===== src/rtl/painterengine_gpu_dma_pkg.sv =====
// Shared definitions for the GPU DMA reader/writer: state and error encodings, AXI constants.
package painterengine_gpu_dma_pkg;

    // Bit 4 of the state marks the terminal error states.
    typedef enum logic [4:0] {
        ST_ROUTING     = 5'h00,
        ST_CHECK       = 5'h01,
        ST_CALC        = 5'h02,
        ST_ADDR        = 5'h03,
        ST_DATA        = 5'h04,
        ST_DONE        = 5'h05,
        ST_ERR_ROUTING = 5'h11,
        ST_ERR_ALIGN   = 5'h12,
        ST_ERR_LENGTH  = 5'h13,
        ST_ERR_TIMEOUT = 5'h14,
        ST_ERR_RRESP   = 5'h15,
        ST_ERR_RLAST   = 5'h16
    } state_e;

    typedef enum logic [2:0] {
        ET_NONE    = 3'd0,
        ET_ROUTING = 3'd1,
        ET_ALIGN   = 3'd2,
        ET_LENGTH  = 3'd3,
        ET_TIMEOUT = 3'd4,
        ET_RRESP   = 3'd5,
        ET_RLAST   = 3'd6
    } err_type_e;

    localparam logic [2:0] AXI_ARSIZE_4B   = 3'b010;
    localparam logic [1:0] AXI_ARBURST_INC = 2'b01;
    localparam logic [3:0] AXI_ARCACHE     = 4'b0010;
    localparam logic [8:0] BURST_BOUNDARY  = 9'd256;

    function automatic err_type_e err_code(input state_e s);
        case (s)
            ST_ERR_ROUTING: return ET_ROUTING;
            ST_ERR_ALIGN:   return ET_ALIGN;
            ST_ERR_LENGTH:  return ET_LENGTH;
            ST_ERR_TIMEOUT: return ET_TIMEOUT;
            ST_ERR_RRESP:   return ET_RRESP;
            ST_ERR_RLAST:   return ET_RLAST;
            default:        return ET_NONE;
        endcase
    endfunction

endpackage


===== src/rtl/painterengine_gpu_dma_burst_calc.sv =====
// Next burst address and length; a burst never crosses a 1 KB (256-word) boundary.
module painterengine_gpu_dma_burst_calc
    import painterengine_gpu_dma_pkg::*;
(
    input  logic [31:0] addr_i,
    input  logic [31:0] offset_i,
    input  logic [31:0] len_i,
    output logic [31:0] raddr_o,
    output logic [8:0]  burst_o
);
    logic [7:0]  word_in_kb;
    logic [8:0]  room;
    logic [31:0] remain;

    always_comb begin
        word_in_kb = addr_i[9:2] + offset_i[7:0];
        room       = BURST_BOUNDARY - {1'b0, word_in_kb};
        remain     = len_i - offset_i;
        raddr_o    = addr_i + {offset_i[29:0], 2'b00};
        if (remain < {23'd0, room}) begin
            burst_o = remain[8:0];
        end else begin
            burst_o = room;
        end
    end
endmodule


===== src/rtl/painterengine_gpu_dma_reader.sv =====
// AXI4 read master feeding one of four one-hot routed channels as a valid/next stream.
// Optional watchdog: define PAINTERENGINE_GPU_READER_TIMEOUT_EN.
module painterengine_gpu_dma_reader
    import painterengine_gpu_dma_pkg::*;
#(
    parameter int PARAM_DATA_ALIGN = 32,
    parameter int PARAM_TIMEOUT    = 256
) (
    input  logic         i_wire_clock,
    input  logic         i_wire_resetn,
    input  logic [3:0]   i_wire_router,
    input  logic [127:0] i_wire_address,
    input  logic [127:0] i_wire_length,
    output logic [127:0] o_wire_data,
    output logic [3:0]   o_wire_data_valid,
    input  logic [3:0]   i_wire_data_next,
    output logic         o_wire_done,
    output logic         o_wire_error,
    output logic [2:0]   o_wire_error_type,
    output logic         o_wire_M_AXI_ARID,
    output logic [31:0]  o_wire_M_AXI_ARADDR,
    output logic [7:0]   o_wire_M_AXI_ARLEN,
    output logic [2:0]   o_wire_M_AXI_ARSIZE,
    output logic [1:0]   o_wire_M_AXI_ARBURST,
    output logic         o_wire_M_AXI_ARLOCK,
    output logic [3:0]   o_wire_M_AXI_ARCACHE,
    output logic [2:0]   o_wire_M_AXI_ARPROT,
    output logic [3:0]   o_wire_M_AXI_ARQOS,
    output logic         o_wire_M_AXI_ARVALID,
    input  logic         i_wire_M_AXI_ARREADY,
    input  logic         i_wire_M_AXI_RID,
    input  logic [31:0]  i_wire_M_AXI_RDATA,
    input  logic [1:0]   i_wire_M_AXI_RRESP,
    input  logic         i_wire_M_AXI_RLAST,
    input  logic         i_wire_M_AXI_RVALID,
    output logic         o_wire_M_AXI_RREADY
);
    state_e      state_q, state_d;
    err_type_e   err_type_q;
    logic [1:0]  idx_q;
    logic [31:0] addr_q, len_q, offset_q, araddr_q;
    logic [8:0]  burst_q, beat_q;
    logic [7:0]  arlen_q;

    logic [31:0] calc_raddr, offset_next;
    logic [8:0]  calc_burst;
    logic [1:0]  route_idx;
    logic        route_ok, next_sel, beat_fire, last_beat, wdog_hit;
    logic        unused_ok;

    painterengine_gpu_dma_burst_calc u_burst_calc (
        .addr_i   (addr_q),
        .offset_i (offset_q),
        .len_i    (len_q),
        .raddr_o  (calc_raddr),
        .burst_o  (calc_burst)
    );

    always_comb begin
        route_ok  = 1'b1;
        route_idx = 2'd0;
        case (i_wire_router)
            4'b0001: route_idx = 2'd0;
            4'b0010: route_idx = 2'd1;
            4'b0100: route_idx = 2'd2;
            4'b1000: route_idx = 2'd3;
            default: route_ok  = 1'b0;
        endcase
    end

    assign next_sel    = i_wire_data_next[idx_q];
    assign beat_fire   = (state_q == ST_DATA) && i_wire_M_AXI_RVALID && next_sel;
    assign last_beat   = (beat_q == burst_q - 9'd1);
    assign offset_next = offset_q + {23'd0, burst_q};

`ifdef PAINTERENGINE_GPU_READER_TIMEOUT_EN
    logic [15:0] wdog_q;

    // Only an idle bus counts; RVALID held by consumer backpressure restarts the count.
    always_ff @(posedge i_wire_clock or negedge i_wire_resetn) begin
        if (!i_wire_resetn) begin
            wdog_q <= 16'd0;
        end else if ((state_q == ST_ADDR && !i_wire_M_AXI_ARREADY) ||
                     (state_q == ST_DATA && !i_wire_M_AXI_RVALID)) begin
            wdog_q <= wdog_q + 16'd1;
        end else begin
            wdog_q <= 16'd0;
        end
    end

    assign wdog_hit = (wdog_q == 16'(PARAM_TIMEOUT));
`else
    assign wdog_hit = 1'b0;
`endif

    always_ff @(posedge i_wire_clock or negedge i_wire_resetn) begin
        if (!i_wire_resetn) begin
            state_q <= ST_ROUTING;
        end else begin
            state_q <= state_d;
        end
    end

    always_comb begin
        state_d = state_q;
        case (state_q)
            ST_ROUTING: state_d = route_ok ? ST_CHECK : ST_ERR_ROUTING;
            ST_CHECK: begin
                if (addr_q[1:0] != 2'b00) begin
                    state_d = ST_ERR_ALIGN;
                end else if (len_q == 32'd0) begin
                    state_d = ST_ERR_LENGTH;
                end else begin
                    state_d = ST_CALC;
                end
            end
            ST_CALC: state_d = ST_ADDR;
            ST_ADDR: begin
                if (wdog_hit) begin
                    state_d = ST_ERR_TIMEOUT;
                end else if (i_wire_M_AXI_ARREADY) begin
                    state_d = ST_DATA;
                end
            end
            ST_DATA: begin
                if (beat_fire) begin
                    if (i_wire_M_AXI_RRESP[1]) begin
                        state_d = ST_ERR_RRESP;
                    end else if (i_wire_M_AXI_RLAST != last_beat) begin
                        state_d = ST_ERR_RLAST;
                    end else if (last_beat) begin
                        state_d = (offset_next == len_q) ? ST_DONE : ST_CALC;
                    end
                end else if (wdog_hit) begin
                    state_d = ST_ERR_TIMEOUT;
                end
            end
            default: state_d = state_q;
        endcase
    end

    always_ff @(posedge i_wire_clock or negedge i_wire_resetn) begin
        if (!i_wire_resetn) begin
            idx_q      <= 2'd0;
            addr_q     <= 32'd0;
            len_q      <= 32'd0;
            offset_q   <= 32'd0;
            araddr_q   <= 32'd0;
            arlen_q    <= 8'hFF;
            burst_q    <= 9'd0;
            beat_q     <= 9'd0;
            err_type_q <= ET_NONE;
        end else begin
            if (state_q == ST_ROUTING) begin
                idx_q  <= route_idx;
                addr_q <= i_wire_address[{route_idx, 5'd0} +: 32];
                len_q  <= i_wire_length[{route_idx, 5'd0} +: 32];
            end
            if (state_q == ST_CALC) begin
                araddr_q <= calc_raddr;
                arlen_q  <= 8'(calc_burst - 9'd1);
                burst_q  <= calc_burst;
            end
            if (state_q == ST_ADDR && i_wire_M_AXI_ARREADY) begin
                beat_q <= 9'd0;
            end
            if (beat_fire) begin
                beat_q <= beat_q + 9'd1;
                if (last_beat) begin
                    offset_q <= offset_next;
                end
            end
            if (state_d[4] && !state_q[4]) begin
                err_type_q <= err_code(state_d);
            end
        end
    end

    always_comb begin
        o_wire_data          = '0;
        o_wire_data_valid    = '0;
        o_wire_M_AXI_RREADY  = 1'b0;
        o_wire_M_AXI_ARVALID = (state_q == ST_ADDR);
        if (state_q == ST_DATA) begin
            o_wire_data[{idx_q, 5'd0} +: 32] = i_wire_M_AXI_RDATA;
            o_wire_data_valid[idx_q]         = i_wire_M_AXI_RVALID;
            o_wire_M_AXI_RREADY              = next_sel;
        end
    end

    assign o_wire_done          = (state_q == ST_DONE);
    assign o_wire_error         = state_q[4];
    assign o_wire_error_type    = err_type_q;
    assign o_wire_M_AXI_ARID    = 1'b0;
    assign o_wire_M_AXI_ARADDR  = araddr_q;
    assign o_wire_M_AXI_ARLEN   = arlen_q;
    assign o_wire_M_AXI_ARSIZE  = AXI_ARSIZE_4B;
    assign o_wire_M_AXI_ARBURST = AXI_ARBURST_INC;
    assign o_wire_M_AXI_ARLOCK  = 1'b0;
    assign o_wire_M_AXI_ARCACHE = AXI_ARCACHE;
    assign o_wire_M_AXI_ARPROT  = 3'd0;
    assign o_wire_M_AXI_ARQOS   = 4'd0;
    assign unused_ok = ^{i_wire_M_AXI_RID, i_wire_M_AXI_RRESP[0],
                         PARAM_DATA_ALIGN[0], PARAM_TIMEOUT[0]};
endmodule


===== config.mk =====
export PLATFORM = sky130hd
export DESIGN_NAME = painterengine_gpu_dma_reader
export DESIGN_NICKNAME = d
export VERILOG_FILES = /design/src/rtl/painterengine_gpu_dma_pkg.sv /design/src/rtl/painterengine_gpu_dma_burst_calc.sv /design/src/rtl/painterengine_gpu_dma_reader.sv
export SDC_FILE = /design/constraint.sdc
export NUM_CORES = 1
export LEC_CHECK = 0
export BUFFER_PORTS_ARGS = -buffer_cell sky130_fd_sc_hd__buf_2
export CAP_MARGIN = 10
export CORE_AREA = 2 2 196 198
export DETAILED_ROUTE_END_ITERATION = 10
export DIE_AREA = 0 0 198 200
export PLACE_DENSITY = 0.69
export SKIP_CTS_REPAIR_TIMING = 1
export SLEW_MARGIN = 20
export SYNTH_ARGS = -nofsm -noshare
export SYNTH_HDL_FRONTEND = slang
export SYNTH_SLANG_ARGS = --single-unit

===== constraint.sdc =====
create_clock -name i_wire_clock -period 17.1 [get_ports i_wire_clock]
set_input_delay 0 -clock i_wire_clock [delete_from_list [all_inputs] [get_ports i_wire_clock]]
set_output_delay 0 -clock i_wire_clock [all_outputs]
set_load 0.01 [all_outputs]

; Yosys cells after proc, flatten, opt, wreduce, memory -nomap -nowiden
; Index checks and enable logic that the tools add are counted.
[totals]
in_bits = 304
word_cells = 81
regBits = 164
out_inout_bits = 197
[op_classes]
n_eq_ne = 18
shift = 4
n_bitwise = 2
muxes = 23
order_cmp = 3
n_reduce_logical = 12
add_sub_neg = 9
[op_table]
columns = cell, n
row1 = variable part select 128 x 8 -> 32 bit, 2
row2 = AND 128 bit, 1
row3 = two-way mux 128 bit, 1
row4 = variable shift 32 x 9 -> 128 bit (first input constant), 1
row5 = variable part select 32 x 9 -> 128 bit, 1
row6 = two-way mux 5 bit, 8
row7 = adder 32 bit, 1
row8 = adder 32 x 9 -> 32 bit, 1
row9 = == test 32 bit, 1
row10 = zero test 32 bit, 1
row11 = < comparator 32 x 9 -> 1 bit, 1
row12 = subtractor 32 bit, 1
row13 = == test 5 bit (second input constant), 6
row14 = two-way mux 9 bit, 3
row15 = one-hot mux 5 bit (5 select lines), 1
row16 = one-hot mux 3 bit (6 select lines), 1
row17 = == test 5 x 2 -> 1 bit (second input constant), 2
row18 = == test 5 x 3 -> 1 bit (second input constant), 2
row19 = adder 9 x 1 -> 9 bit (second input constant), 1
row20 = == test 9 bit, 1
row21 = negation 7 -> 9 bit, 1
row22 = subtractor 9 x 1 -> 9 bit (second input constant), 1
row23 = subtractor 9 x 8 -> 9 bit (first input constant), 1
row24 = adder 8 bit, 1
row25 = 22 further kinds, 30

; Depth between registers and ports, before layout
[logic_depth]
depth_word = 10
ltp_mapped = 26
mapped_depth_nobuf = 26

; Hierarchy
; From an unflattened synthesis, not the netlist that was laid out.
[unflattened]
cells_unflattened = 2193
area_unflattened_um2 = 16149.2
[by_module_without_submodules]
columns = module, instances, area_each_um2, cells_per_inst, seq_area_each_um2
row1 = painterengine_gpu_dma_reader, 1, 12166.7, 1613, 4113.9
row2 = painterengine_gpu_dma_burst_calc, 1, 3982.6, 580, 0.0

; Worst setup path after synthesis
; OpenSTA, ideal clock, no wires.
[synth_timing]
path_type = register to register
start = register offset_q[0]
end = register arlen_q[6] (netlist: o_wire_M_AXI_ARLEN[6])
path_buffers = 0
period_less_slack_ns = 5.939
path_stages_with_launch = 25
t_arrival_ns = 5.867
setup_time_ns = 0.072
required_time_ns = 17.028
slack_ns = 11.161
cell_sequence = dfrtp_1 > ha_1 > fa_1 > a21o_1 > a21oi_1 > xnor2_1 > or2_2 > or3_1 > or3_1 > ha_1 > a2111oi_0 > o311ai_0 > or4_1 > a2111oi_0 > nand3_1 > nor4_1 > nand4b_1 > nor3_4 > mux2i_1 > ha_1 > nand2_1 > nor4_1 > xor2_1 > mux2i_1 > o21ai_1
[synth_via]
elab_chain_len = 5
word_cells_on_any_way = 6
cone_classes = add/sub: 4 / order compare: 1 / mux: 1
[synth_lines]
columns = item, line_no
row1 = "start, declared", painterengine_gpu_dma_reader.sv:41  ; logic [31:0] addr_q, len_q, offset_q, araddr_q;
row2 = "start signal, assigned", painterengine_gpu_dma_reader.sv:170  ; offset_q <= offset_next;
row3 = adder 8 bit, painterengine_gpu_dma_burst_calc.sv:16  ; word_in_kb = addr_i[9:2] + offset_i[7:0];
row4 = subtractor 9 x 8 -> 9 bit, painterengine_gpu_dma_burst_calc.sv:17  ; room = BURST_BOUNDARY - {1'b0, word_in_kb};
row5 = < comparator 32 x 9 -> 1 bit, painterengine_gpu_dma_burst_calc.sv:20  ; if (remain < {23'd0, room}) begin
row6 = two-way mux 9 bit *, painterengine_gpu_dma_burst_calc.sv:20
row7 = subtractor 8 x 1 -> 8 bit *, painterengine_gpu_dma_reader.sv:161  ; arlen_q <= 8'(calc_burst - 9'd1);
row8 = "end signal, assigned", painterengine_gpu_dma_reader.sv:161
row9 = "end, declared", painterengine_gpu_dma_reader.sv:43  ; logic [7:0] arlen_q;
; Mark *: on every way between the ends. The rest lies on a longest branch, timed or not.
; A chain may end at the register's enable or synchronous reset.

; Final worst setup path
; Ends and elaborated chain as after synthesis.

==> reports/qor.csv <==
stage;metric;value;unit
route;routed wl met2;26.0;mm
power;leakage;0.00949;uW
yosys;YS warnings;0;
critical_path;CP peak stage delay;0.87;ns
floorplanning;Die Ht;200;um
route;WL met1;23.0;mm
timing;max-slew violations;0;
clock_network;Longest Clk Path Bufs;2;
clock_network;Sink Count;164;
timing;worst slew pin tran;1.08;ns
timing;unrepaired setup endpoints after global routing;false;
yosys;Cell Area, Synth;15100;sq um
yosys;main combinational cell family by area after synthesis;simple AND/OR/NAND/NOR gates;
layout;n_diodes;0;
floorplanning;FP Rows;71;
timing;post-route minimum period;7.74;ns
route;final wirelength;54.0;mm
grt;GRT Util Overall;0.263;
clock_network;CTS root buf;clkbuf_16;
timing;clk_skew;0.0151;ns
critical_path;Setup CP Type;register to register;
layout;post-layout util;0.504;
critical_path;Top delay family on crit path;simple AND/OR/NAND/NOR gates;
timing;Final setup viols;0;
power;Pwr Total;919;uW
grt;largest net degree at the start of global routing;125;
job;MaxCap Viol Count;0;
yosys;post-synthesis compound-gate area fraction;0.179;
layout;share of cells above drive strength 1;0.229;
route;drt drc;0;
clock_network;CTS tree;built;
grt;gr ovfl total;0;
yosys;syn_area_per_cell;7.35;sq um
layout;Final #Nets;2899;
yosys;top_reg_cell synth;dfrtp_1;
grt;vias in the first global route;14700;
floorplanning;CORE AREA;37400;sq um
yosys;Post-Synth Simple-Gate Area;0.313;
timing;setup TNS;0;ns
route;Iteration-0 DRC Markers;1188;
placed_design;DP Worst Slack;9.51;ns
outcome;violated checks;negative hold slack;
placed_design;Final HPWL DP;43.1;mm
yosys;ys async rst share;1.00;
route;Final ANT Viol Nets;0;
layout;synth-to-layout area growth;24.5;%
timing;final count of hold timing violations;39;
route;Top Layer Used;met4;
yosys;sequential area share after synthesis;0.272;
timing;worst hold slack;-0.0588;ns
yosys;post-synthesis adder-cell area fraction;0.0751;
yosys;Post-Synth XOR/XNOR Area;0.0876;
timing;final setup margin;9.36;ns
grt;initial antenna violation count;2;
yosys;mux contribution to synthesized area;0.0189;
timing;FMAX;129;MHz
clock_network;cts bufs inserted;17;
clock_network;CTS H-tree lvls;4;
yosys;Synth cell types;101;
clock_network;Clk pin slew, worst setup/hold paths;0.08;ns
layout;commonest non-fill, non-tap cell in the layout;buf_2;
placed_design;IO buf count;480;
critical_path;WP data required;17.46;ns
route;metal3 WL;3.39;mm
critical_path;Worst Path Buf+Inv;0;
critical_path;CP max FO;18;
yosys;Yosys reg bits;164;
layout;Fillers;3660;
floorplanning;Die W;198;um
critical_path;Crit path top cell by count;ha_1;
power;Pwr Density;48.8;nW/um^2
placed_design;Placer Congestion;0.983;
yosys;Post-Synthesis Cells;2059;
critical_path;worst path arrival time;8.10;ns
critical_path;CP Launch Type;register;
yosys;Post-synth EDFFs;0;
route;Pre-Repair DR Iteration Count;5;
route;via count;16200;
clock_network;Clock Latency Late Sink;0.44;ns
layout;most frequent cells in the layout;479 x buf_2, 318 x nand2_1, 285 x nor2_1, 215 x o21ai_0, 156 x dfrtp_1;
min_path;class of the worst hold path;input pin to register;
grt;first-pass GRT wire length;80.8;mm
critical_path;Crit-path slowest cell;nor3_4;
floorplanning;die area;39600;sq um
critical_path;CP endpoint kind;register;
route;Via density;5.34;
floorplanning;Starting Density;0.405;
timing;Max-slew headroom;0.274;
route;Routed WL per cell;17.8;um
timing;Period Utilization, post-route;0.453;
power;VDD IR max;0.0000578;V
floorplanning;IO Pins;501;
outcome;status;complete, but fails checks;
## cells in the mapped netlist (23+ instances only)
cell,n,area [sq um]
nand2_1,321,1200
xor2_1,55,482
o21ai_0,215,1080
buf_4,23,173
nand4_1,23,144
xnor2_1,91,797
nand3_1,91,455
inv_1,69,259
nor3_1,26,130
nor2_1,285,1070
and2_1,136,851
dfrtp_1,156,3900
ha_1,86,1080
a21oi_1,56,280
clkbuf_1,79,297
## path summary, 6_finish.rpt
path / start / to / slack [ns] / depth (start not counted)
max reg2reg: offset_q[0] / o_wire_M_AXI_ARLEN[6] / 9.36 / 25
min: i_wire_address[65] / addr_q[1] / -0.06 / 5
min reg2reg: state_q[3] / state_q[3] / 0.45 / 0
min in group asynchronous: i_wire_resetn / o_wire_M_AXI_ARADDR[12] / 0.25 / 2
max: offset_q[0] / o_wire_M_AXI_ARLEN[6] / 9.36 / 25
max in group asynchronous: i_wire_resetn / addr_q[12] / 15.38 / 3
## routing by layer
layer,track usage,up-vias
met5,0,-
met4,0.0897,0
met3,0.0373,86
met2,0.451,677
met1,0.340,7481
li1,-,7924
## through the flow
stage          area, sq um  cells
2_1_floorplan        15200   2075
3_3_place_gp         17800   2955
3_5_place_dp         17800   2955
4_1_cts              18400   2987
5_1_grt              18800   3030
6_report             18800   3030
## cell type report
type | instances | area (sq um) | share of cell area
Tap cell | 511 | 639 | 0.0339
Multi-Input combinational cell | 1721 | 10300 | 0.546
Sequential cell | 164 | 4110 | 0.218
Inverter | 70 | 263 | 0.0139
Clock buffer | 17 | 425 | 0.0226
Clock inverter | 15 | 190 | 0.0101
Timing Repair Buffer | 532 | 2910 | 0.155
## report_power, final
group / leakage, uW / internal [uW] / switching [uW]
combinational: 0.00737 / 51.9 / 62.8
sequential: 0.00181 / 388 / 0
clock: 0.000299 / 234 / 183
## sequential cells by signal (all words and copies together) (netlist names)
register / count
offset_q: 32
state_q: 5
o_wire_error_type: 3
burst_q: 9
idx_q: 2
o_wire_M_AXI_ARLEN: 8
o_wire_M_AXI_ARADDR: 32
addr_q: 32
len_q: 32
beat_q: 9
## tightest hold or removal path: cells and delay by family
family,cells,cell delay [ns]
AOI/OAI and AO/OA,2,0.14
and+or+nand+nor,2,0.11
buffers and inverters,1,0.10
## kinds of logic after synthesis
| family | after synthesis |
|---|---|
| adder cells (fa/ha/maj) | 89 |
| XOR/XNOR | 148 |
| other | 2 |
| multiplexers | 26 |
| flip-flops | 164 |
| AND/OR/NAND/NOR | 1006 |
| buffers and inverters | 190 |
| AO/OA/AOI/OAI | 434 |
Note: power is estimated with default switching activity, not from simulation.
